$ cat src/rtl/serial_subtractor_if.sv
// serial_subtractor_if: start/done handshake bundle for the bit-serial subtractor
interface serial_subtractor_if #(parameter int WIDTH = 8);
  logic             start;
  logic [WIDTH-1:0] a;
  logic [WIDTH-1:0] b;
  logic             busy;
  logic             done;
  logic [WIDTH-1:0] diff;
  logic             borrow;
  modport master (output start, a, b, input busy, done, diff, borrow);
  modport slave (input start, a, b, output busy, done, diff, borrow);
endinterface

$ cat src/rtl/serial_subtractor.sv
// serial_subtractor: LSB-first bit-serial unsigned A-B using one full-subtractor cell and a registered borrow
module serial_subtractor #(
  parameter int WIDTH = 8
) (
  input logic               clk,
  input logic               rst_n,
  serial_subtractor_if.slave bus
);
  localparam int CW = $clog2(WIDTH);
  localparam logic [CW-1:0] LAST = CW'(WIDTH - 1);
  typedef enum logic [1:0] {IDLE, SHIFT, DONE} state_t;
  state_t           state_q, state_d;
  logic [WIDTH-1:0] a_q, a_d, b_q, b_d, d_q, d_d, diff_q, diff_d;
  logic [CW-1:0]    cnt_q, cnt_d;
  logic             bin_q, bin_d, borrow_q, borrow_d;
  logic             x, y, d, bout;
  logic [WIDTH-1:0] d_sh;
  assign x    = a_q[0];
  assign y    = b_q[0];
  assign d    = x ^ y ^ bin_q;
  assign bout = (~x & y) | (~(x ^ y) & bin_q);
  assign d_sh = (d_q >> 1) | {d, {(WIDTH-1){1'b0}}};
  always_comb begin
    state_d  = state_q;
    a_d      = a_q;
    b_d      = b_q;
    d_d      = d_q;
    bin_d    = bin_q;
    cnt_d    = cnt_q;
    diff_d   = diff_q;
    borrow_d = borrow_q;
    if (state_q == SHIFT) begin
      a_d   = a_q >> 1;
      b_d   = b_q >> 1;
      d_d   = d_sh;
      bin_d = bout;
      cnt_d = cnt_q + CW'(1);
      if (cnt_q == LAST) begin
        state_d  = DONE;
        diff_d   = d_sh;
        borrow_d = bout;
      end
    end else if (bus.start) begin
      state_d = SHIFT;
      a_d     = bus.a;
      b_d     = bus.b;
      d_d     = '0;
      bin_d   = 1'b0;
      cnt_d   = '0;
    end else begin
      state_d = IDLE;
    end
  end
  always_ff @(posedge clk) begin
    if (!rst_n) begin
      state_q  <= IDLE;
      a_q      <= '0;
      b_q      <= '0;
      d_q      <= '0;
      bin_q    <= 1'b0;
      cnt_q    <= '0;
      diff_q   <= '0;
      borrow_q <= 1'b0;
    end else begin
      state_q  <= state_d;
      a_q      <= a_d;
      b_q      <= b_d;
      d_q      <= d_d;
      bin_q    <= bin_d;
      cnt_q    <= cnt_d;
      diff_q   <= diff_d;
      borrow_q <= borrow_d;
    end
  end
  assign bus.busy   = state_q == SHIFT;
  assign bus.done   = state_q == DONE;
  assign bus.diff   = diff_q;
  assign bus.borrow = borrow_q;
endmodule

$ cat src/flat_wrapper.sv
// flat-port wrapper written by rule: the top's interface ports become plain ports
module serial_subtractor_flat 
#(
  parameter int WIDTH = 8
)
  (clk, rst_n, bus_start, bus_a, bus_b, bus_busy, bus_done, bus_diff, bus_borrow);
  serial_subtractor_if #(.WIDTH(WIDTH)) bus_i ();
  input logic clk;
  input logic rst_n;
  input wire logic [$bits(bus_i.start)-1:0] bus_start;
  input wire logic [$bits(bus_i.a)-1:0] bus_a;
  input wire logic [$bits(bus_i.b)-1:0] bus_b;
  output wire logic [$bits(bus_i.busy)-1:0] bus_busy;
  output wire logic [$bits(bus_i.done)-1:0] bus_done;
  output wire logic [$bits(bus_i.diff)-1:0] bus_diff;
  output wire logic [$bits(bus_i.borrow)-1:0] bus_borrow;
  assign bus_i.start = bus_start;
  assign bus_i.a = bus_a;
  assign bus_i.b = bus_b;
  assign bus_busy = bus_i.busy;
  assign bus_done = bus_i.done;
  assign bus_diff = bus_i.diff;
  assign bus_borrow = bus_i.borrow;
  serial_subtractor #(.WIDTH(WIDTH)) u_core (.clk(clk), .rst_n(rst_n), .bus(bus_i));
endmodule
$ cat config.mk
export PLATFORM = sky130hd
export DESIGN_NAME = serial_subtractor_flat
export DESIGN_NICKNAME = d
export VERILOG_FILES = /design/src/rtl/serial_subtractor_if.sv /design/src/rtl/serial_subtractor.sv /design/src/flat_wrapper.sv
export SDC_FILE = /design/constraint.sdc
export NUM_CORES = 1
export LEC_CHECK = 0
export BUFFER_PORTS_ARGS = -buffer_cell sky130_fd_sc_hd__buf_2
export CORE_ASPECT_RATIO = 0.8
export CORE_MARGIN = 3
export CORE_UTILIZATION = 30
export DETAILED_ROUTE_END_ITERATION = 10
export HOLD_SLACK_MARGIN = 0.12
export SETUP_SLACK_MARGIN = 0.5
export SYNTH_ARGS = -nofsm -noshare
export SYNTH_HDL_FRONTEND = slang
export SYNTH_SLANG_ARGS = --single-unit
$ cat constraint.sdc
create_clock -name clk -period 2.36 [get_ports clk]
set_clock_uncertainty 0.2 [all_clocks]
set_input_delay 0.708 -clock clk [delete_from_list [all_inputs] [get_ports clk]]
set_output_delay 0.708 -clock clk [all_outputs]
set_load 0.03 [all_outputs]
==> summary.md, run 1 <==
| Metric | Value |
|---|---|
| Status | `completed` |
| Post-route ant nets | `0` |
| H-tree Lvls | `2` |
| Cts bufs inserted | `5` |
| GR Util All Layers | `10.70%` |
| Setup TNS | `0 ns` |
| Non-Filler Instances | `260` |
| Share of layout cells above drive strength 1 | `23.23%` |
| CP endpoint kind | `output pin` |
| Via/cell ratio | `4.588` |
| Initial Util | `31.71%` |
| Cells after DPL | `253` |
| Crit path DAT | `0.97 ns` |
| Ys Warns | `0` |
| Setup Viol. Count Final | `0` |
| Global routing's busiest layer | `met2` |
| First-pass GRT wire length | `5.333 mm` |
| Power share of the clock group | `33.7%` |
| # DRC | `0` |
| Fmax | `0.5337 GHz` |
| Die height | `71.63 µm` |
| I/O Pins | `30` |
| Worst Path Max Fanout | `4` |
| Period utilization | `79.40%` |
| Worst VDD drop | `0.3119 mV` |
| CTS root buffer | `clkbuf_8` |
| Internal | `0.0009266 W` |
| Layout Nets | `220` |
| Post-synth EDFFs | `0` |
| DRT Wirelength | `3.109 mm` |
| Dominant synthesized flop cell | `dfxtp_1` |
| Top cells by count, synth | `38 x dfxtp_1, 19 x nand2_1, 16 x mux2i_1, 16 x nand3_1, 15 x o21ai_1` |
| RePlAce Congestion | `0.6647` |
| Initial antenna violation count | `0` |
| FILL cells | `525` |
| RSZ-0062 raised after global routing | `true` |
| Final min period | `1.874 ns` |
| Req. time, crit path | `1.45 ns` |
| Net count after synthesis | `193` |
| Grt total ovfl | `0` |
| Worst-Skew Late Latency | `0.28 ns` |
| Post-Synthesis Cells | `171` |
| Area delta synth->final | `16.50%` |
| # Max-Cap Violations | `0` |
| Reg2reg setup slack | `0.83 ns` |
| CTS clk-pin slew, worst paths | `0.07 ns` |
| Largest net degree at the start of global routing | `41` |
| Setup ws final | `0.4862 ns` |
| Yosys top cell area share | `47.10%` |
| M1 GR Usage | `14.66%` |
| Port Buf Inserts | `29` |
| Synthesized area | `1615 µm²` |
| Part of the power in registers | `55.8%` |
| Post-synthesis sequential area ratio | `47.10%` |
| Comb power frac | `10.5%` |
| Horiz. Die Dim | `88.04 µm` |
| Met2 global-route usage | `15.38%` |
| Hold crit path type | `reg2reg` |
| Final Hold Vio Count | `0` |
| Mean Syn Cell Area | `9.446 µm²` |
| Startpoint Class | `flop` |
| Post-DP HPWL | `2.089 mm` |
| Cell Rows | `23` |
| Relative slew slack | `73.20%` |
| Yosys cell types | `24` |
| Wire length per cell | `11.96 µm` |
| Clock tree buffer depth | `2` |
| Leak pwr | `0.8408 nW` |
| CTS sink cnt | `38` |
| CP Class | `reg2out` |
| Psw | `0.0002986 W` |
| Final hold slack | `0.2462 ns` |
| Tot Pwr | `0.001225 W` |
| Die area | `6306 µm²` |
| Sw Share | `24.37%` |
| Synth top area cells | `dfxtp_1 47%, mux2i_1 9.9%, nand3_1 5.0%, nand3b_1 4.6%, o21ai_1 4.6%` |
| CORE AREA | `5094 µm²` |
| Number of DRC markers in iteration 0 | `55` |
| DR pass1 iterations | `4` |
| Worst-margin pin slew | `0.4020 ns` |
| Antenna cells | `0` |
| Async set-reset flop share out of synthesis | `0%` |
| Count leader, synth | `dfxtp_1` |
| Met3 Track Usage GR | `4.598%` |
| P per Cell Area | `651.1 nW/µm²` |
| CTS tree | `built` |
| Yosys top cell by area | `dfxtp_1` |
| Worst slack, placed | `0.5273 ns` |
| Via Count | `1193` |
| Yosys reg bits | `38` |
| Vias in the first global route | `1150` |
| Count of final max-slew check failures | `0` |
[final cells by class]
type	count	area [µm²]	area share [%]
flip-flops and latches	38	765.7	40.69
multi-input cells	116	738.2	39.23
repair buffers	34	207.7	11.04
well taps	62	77.57	4.122
clock buffers	5	68.82	3.657
inverters	3	13.76	0.7314
clock inverters	2	10.01	0.5319
[sequential cells by signal, summed over array words and instances (netlist names)]
register / flops
u_core.bus.borrow: 1
u_core.bus.diff: 8
u_core.a_q: 8
u_core.cnt_q: 3
u_core.b_q: 8
u_core.bin_q: 1
u_core.state_q: 2
u_core.d_q: 7
[per-layer routing]
layer / share of wire [%] / vias up
met5: 0 / -
met4: 0.58 / 0
met3: 7.3 / 2
met2: 41 / 25
met1: 51 / 522
li1: - / 644
[kinds of logic (layout without fill, tap and decap cells)]
| logic type | after synthesis | count (layout) | share of synthesized area [%] |
|---|---|---|---|
| AOI/OAI and AO/OA | 41 | 41 | 14.72 |
| muxes | 16 | 16 | 9.915 |
| adders and majority gates | 3 | 3 | 2.788 |
| buffers and inverters | 17 | 44 | 7.204 |
| DFF | 38 | 38 | 47.10 |
| and+or+nand+nor | 56 | 56 | 18.28 |
[through the flow]
stage	utilization [%]	cell area, µm²
2_1_floorplan	-	1615
3_3_place_gp	35.00	1783
3_5_place_dp	35.00	1783
4_1_cts	36.90	1879
5_1_grt	36.94	1882
6_report	36.94	1882
[layout by cell type (no fill, tap or decap)]
cell type	synthesis	layout
nor2_1	5	5
nand2_1	19	19
mux2i_1	16	16
fa_1	1	1
buf_4	4	4
dfxtp_2	0	1
clkbuf_8	0	5
dfxtp_1	38	36
and2b_1	1	1
buf_2	6	27
nor3_1	1	1
a21boi_1	9	9
nand3_1	16	16
inv_1	2	2
ha_1	2	2
and3b_2	1	1
nand3b_1	10	10
buf_6	4	2
nor3b_1	1	1
o21ai_1	15	15
o21a_1	2	2
buf_12	0	1
nand2b_4	1	1
inv_4	0	1
clkinv_2	0	2
o211a_1	1	1
and2_1	1	1
a21oi_1	14	14
dfxtp_4	0	1
[power groups by stage]
stage | sequential (W) | clock [W] | combinational (W)
4_1_cts | 0.000684 | 0.000436 | 0.000131
6_report | 0.000684 | 0.000413 | 0.000129
2_1_floorplan | 0.000695 | 0 | 0.000101
3_3_place_gp | 0.000698 | 0 | 0.000127
3_5_place_dp | 0.000699 | 0 | 0.000128
5_1_grt | 0.000687 | 0.000456 | 0.000146
[timing repair]
action                     4_1_cts  5_1_grt
resized for setup                7        1
hold buffers                     0        0
setup buffers                    0        0
setup endpoints to repair        2        2
[critical path, stage by stage, from the launching register on]
cell and delay, ns:
dfxtp_4 0.37, and2b_1 0.18, buf_6 0.13
[worst paths after layout]
kind / start / cells past startpoint / end
worst min-delay path: u_core.bus.diff[7] / 2 / u_core.bus.diff[7]
worst max register to register: u_core.cnt_q[0] / 4 / u_core.bus.borrow
worst max-delay path: u_core.state_q[0] / 2 / bus_done
worst min register to register: u_core.bus.diff[7] / 2 / u_core.bus.diff[7]
Note: power is estimated with default switching activity, not from simulation.
==> run 2: changes to the inputs <==
==> constraint.sdc (replaced) <==
create_clock -name clk -period 1.9 [get_ports clk]
set_clock_uncertainty 0.2 [all_clocks]
set_input_delay 0.57 -clock clk [delete_from_list [all_inputs] [get_ports clk]]
set_output_delay 0.57 -clock clk [all_outputs]
set_load 0.03 [all_outputs]
==> run 2 against run 1 <==
  * Non-clock buffer count increased by 3
  * Cell count grew 1.2%
  * Global-route usage down 0.25 points
  * Total power is 25% higher
  * Register-to-register slack worse by 0.48 ns
  * Clock-buffer cell count unchanged
  * Final area rose by 6.4%
  * Hold slack improved by 0.0059 ns
  * Via count up 4.4%
  * First-iteration DRC count increased by 1.8%
  * Die area did not move
  * Critical path type unchanged
  * Largest cell class unchanged
  * Highest routed layer unchanged
==> summary.md, run 2 (synthesized netlist as in run 1, its figures left out) <==
| Metric | Value |
|---|---|
| Vias in the first global route | `1196` |
| P per Cell Area | `766.4 nW/µm²` |
| Cell Rows | `23` |
| CORE AREA | `5094 µm²` |
| Relative slew slack | `81.32%` |
| Worst-Skew Late Latency | `0.28 ns` |
| Via Count | `1245` |
| Horiz. Die Dim | `88.04 µm` |
| Commonest non-fill, non-tap cell in the layout | `dfxtp_1` |
| I/O Pins | `30` |
| Fmax | `0.5623 GHz` |
| Die area | `6306 µm²` |
| First-pass GRT wire length | `5.271 mm` |
| Final core occ | `39.33%` |
| Leak pwr | `0.8666 nW` |
| Initial Util | `31.71%` |
| CTS tree | `built` |
| Final instance area | `2003 µm²` |
| Post-DP Area | `1790 µm²` |
| Via/cell ratio | `4.734` |
| Crit path cell chain | `and2b_2, buf_6` |
| Initial antenna violation count | `0` |
| Layout Nets | `223` |
| CTS clk-pin slew, worst paths | `0.08 ns` |
| Largest stage delay on the critical path | `0.37 ns` |
| CP endpoint kind | `output pin` |
| Post-route ant nets | `0` |
| Worst VDD drop | `0.3443 mV` |
| Hold crit path type | `reg2reg` |
| Antenna cells | `0` |
| CTS sink cnt | `38` |
| Delay-heaviest family, CP | `flip-flops` |
| Req. time, crit path | `1.13 ns` |
| Port Buf Inserts | `29` |
| Wire length per cell | `11.32 µm` |
| Post-DP HPWL | `1.904 mm` |
| Crit path buf inv count | `1` |
| CP Class | `reg2out` |
| Crit path DAT | `1.01 ns` |
| # DRC | `0` |
| DRT Wirelength | `2.977 mm` |
| # hold bufs at CTS | `0` |
| Crit-path slowest cell | `dfxtp_4` |
| DR pass1 iterations | `4` |
| Share of layout cells above drive strength 1 | `30.85%` |
| Worst Path Max Fanout | `4` |
| Largest net degree at the start of global routing | `46` |
| Period utilization | `93.59%` |
| Final Hold Vio Count | `0` |
| Setup Viol. Count Final | `0` |
| Status | `completed` |
| Grt total ovfl | `0` |
| Final min period | `1.778 ns` |
| Die height | `71.63 µm` |
| Count of final max-slew check failures | `0` |
| Most frequent cells in the layout | `27 x dfxtp_1, 19 x nand2_1, 18 x buf_2` |
| CTS root buffer | `clkbuf_8` |
| Setup TNS | `0 ns` |
| # Max-Cap Violations | `0` |
| Number of DRC markers in iteration 0 | `56` |
| GR Util All Layers | `10.45%` |
| Worst-margin pin slew | `0.2802 ns` |
| RePlAce Congestion | `0.6732` |
| Clock tree buffer depth | `2` |
| Area delta synth->final | `24.01%` |
| RSZ-0062 raised after global routing | `true` |
| Startpoint Class | `flop` |
| H-tree Lvls | `2` |
| Cts bufs inserted | `5` |
## run 2: changes by cell type in the layout (fill, tap and decap cells not counted), moves of 2 or more
cell,previous run,this run
dfxtp_2,1,10
buf_2,27,18
dfxtp_1,36,27
buf_6,2,12
ha_1,2,0
ha_2,0,2
## run 2: area by class of cell
cell class	count	area (µm²)
Clock buffer	5	68.82
Timing Repair Buffer	37	302.8
Inverter	3	18.77
Fill cell	510	3090
Sequential cell	38	777.0
Tap cell	62	77.57
Multi-Input combinational cell	116	748.2
Clock inverter	2	10.01
## run 2: path summary, 6_finish.rpt
kind	from	endpoint	slack, ns	cells after the start
worst max register to register	u_core.cnt_q[0]	u_core.state_q[1]	0.35	5
worst max-delay path	u_core.state_q[0]	bus_done	0.12	2
worst min register to register	u_core.bus.diff[4]	u_core.bus.diff[4]	0.25	2
worst min-delay path	u_core.bus.diff[4]	u_core.bus.diff[4]	0.25	2
## run 2: metrics by stage
step	hold WS (ns)	instances	total power [W]	setup slack (ns)
floorplan	0.2341	171	0.0009918	0.4752
global placement	0.2346	251	0.001027	0.3483
detailed placement	0.2386	251	0.001028	0.3271
CTS	0.2568	259	0.001557	0.1038
global route	0.2697	263	0.001618	0.09225
finish	0.2522	263	0.001535	0.1217
## run 2: layer usage
metal	vias up	wire [µm]	global-route usage, %
li1	654	-	-
met1	558	1533	13.77
met2	31	1235	15.80
met3	2	198	4.253
met4	0	10	3.020
met5	-	0	0
## run 2: worst min-delay path, delay by kind of cell, from the launching register on
kind          cells  cell delay [ns]
flops             1             0.33
simple gates      2             0.10
## run 2: timing repair
action	4_1_cts	5_1_grt
endpoints found under the hold margin	0	0
setup endpoints to repair	30	37
resized for setup	34	3
setup buffers	1	4
## run 2: where the power goes
part / switching (W) / total [W] / internal, W / leakage [nW]
Clock: 0.000272 / 0.000518 / 0.000246 / 0.0438
Combinational: 0.0000873 / 0.000168 / 0.0000807 / 0.507
Sequential: 0.0000190 / 0.000849 / 0.000830 / 0.316
==> run 3: changes to the inputs <==
--- a/config.mk
+++ b/config.mk
@@ -8,9 +8,12 @@
 export BUFFER_PORTS_ARGS = -buffer_cell sky130_fd_sc_hd__buf_2
 export CORE_ASPECT_RATIO = 0.8
 export CORE_MARGIN = 3
-export CORE_UTILIZATION = 30
+export CORE_UTILIZATION = 47
+export CTS_BUF_LIST = sky130_fd_sc_hd__clkbuf_4 sky130_fd_sc_hd__clkbuf_8
 export DETAILED_ROUTE_END_ITERATION = 10
 export HOLD_SLACK_MARGIN = 0.12
+export MAX_ROUTING_LAYER = met4
+export PLACE_DENSITY = 0.69
 export SETUP_SLACK_MARGIN = 0.5
 export SYNTH_ARGS = -nofsm -noshare
 export SYNTH_HDL_FRONTEND = slang
==> run 3 against run 2 <==
  * Clock-buffer cell count grew 1
  * Core utilization increased by 23 points
  * Maximum frequency fell by 0.56%
==> summary.md, run 3 (synthesized netlist as in run 1, its figures left out) <==
| Metric | Value |
|---|---|
| # hold bufs at CTS | `0` |
| H-tree Lvls | `2` |
| Die height | `58.44 µm` |
| Initial Util | `50.51%` |
| Port Buf Inserts | `29` |
| Vias in the first global route | `1151` |
| Horiz. Die Dim | `71.55 µm` |
| RePlAce Congestion | `0.7496` |
| CTS root buffer | `clkbuf_8` |
| DR pass1 iterations | `4` |
| Hold crit path type | `reg2reg` |
| Final min period | `1.788 ns` |
| # DRC | `0` |
| Final hold slack | `0.2527 ns` |
| Req. time, crit path | `1.13 ns` |
| CORE AREA | `3198 µm²` |
| Most frequent cells in the layout | `24 x dfxtp_1, 19 x nand2_1, 18 x buf_2` |
| CP endpoint kind | `output pin` |
| P per Cell Area | `782.1 nW/µm²` |
| Commonest non-fill, non-tap cell in the layout | `dfxtp_1` |
| GR Util All Layers | `15.95%` |
| Final Hold Vio Count | `0` |
| Wire length per cell | `12.80 µm` |
| First-pass GRT wire length | `4.961 mm` |
| # Max-Cap Violations | `0` |
| Worst-margin pin slew | `0.3065 ns` |
| RSZ-0062 raised after global routing | `true` |
| Relative slew slack | `79.50%` |
| Area delta synth->final | `23.55%` |
| Worst-Skew Late Latency | `0.29 ns` |
| Status | `completed` |
| Largest net degree at the start of global routing | `46` |
| Via Count | `1267` |
| Layout Nets | `222` |
| Antenna cells | `0` |
| DRT Wirelength | `3.059 mm` |
| Setup TNS | `0 ns` |
| Share of layout cells above drive strength 1 | `31.66%` |
| CTS sink cnt | `38` |
| CTS clk-pin slew, worst paths | `0.07 ns` |
| Number of DRC markers in iteration 0 | `126` |
| Startpoint Class | `flop` |
| Period utilization | `94.12%` |
| Cell Rows | `18` |
| Cts bufs inserted | `5` |
| Via/cell ratio | `5.301` |
| Post-route ant nets | `0` |
| Setup Viol. Count Final | `0` |
| Worst VDD drop | `0.5162 mV` |
| Die area | `4181 µm²` |
| CP Class | `reg2out` |
| CTS tree | `built` |
| Worst Path Max Fanout | `4` |
| I/O Pins | `30` |
| Leak pwr | `0.8646 nW` |
| Tot Pwr | `0.001561 W` |
| Initial antenna violation count | `0` |
| Post-DP HPWL | `1.905 mm` |
| Crit path DAT | `1.02 ns` |
| Grt total ovfl | `0` |
| Clock tree buffer depth | `2` |
| Count of final max-slew check failures | `0` |
| Fmax | `0.5592 GHz` |
## run 3: critical path, stage by stage (launching register included)
cell and delay (ns):
dfxtp_4 0.37, and2b_2 0.22, buf_6 0.13
## run 3: final timing paths
check,startpoint,endpoint,slack (ns),cells after the start
worst min-delay path,u_core.d_q[1],u_core.bus.diff[0],0.25,2
worst min register to register,u_core.d_q[1],u_core.bus.diff[0],0.25,2
worst max-delay path,u_core.state_q[0],bus_done,0.11,2
worst max register to register,u_core.cnt_q[0],u_core.bus.borrow,0.43,5
## run 3: repair_timing
action	4_1_cts	5_1_grt
buffers inserted	1	3
pin swaps	5	7
setup endpoints to repair	32	49
resized for setup	37	6
## run 3: through the flow
step           std cells  utilization (%)  worst slack, ns  instance area [µm²]
6_report             239            62.40           0.1118                 1996
5_1_grt              239            62.40          0.08445                 1996
4_1_cts              236            61.07           0.1037                 1953
3_5_place_dp         229            55.13           0.3298                 1763
3_3_place_gp         229            55.13           0.3558                 1763
2_1_floorplan        171                -           0.4752                 1633
## run 3: final cells by class
class	instances	area [µm²]
flip-flops and latches	38	780.7
repair buffers	36	299.0
clock buffers	6	82.58
fillers	276	1202
inverters	3	18.77
multi-input cells	116	764.5
well taps	40	50.05
## run 3: metal layers
layer  up-vias  track usage [%]  routed length [µm]
met1       576            17.62                1365
li1        653                -                   -
met4         0            5.630                  29
met3         4            6.655                 186
met5         -                -                   0
met2        34            26.05                1477
## run 3: where the power goes
part	internal (W)	switching [W]
clock network	0.000279	0.000256
registers	0.000831	0.0000203
logic	0.0000845	0.0000889
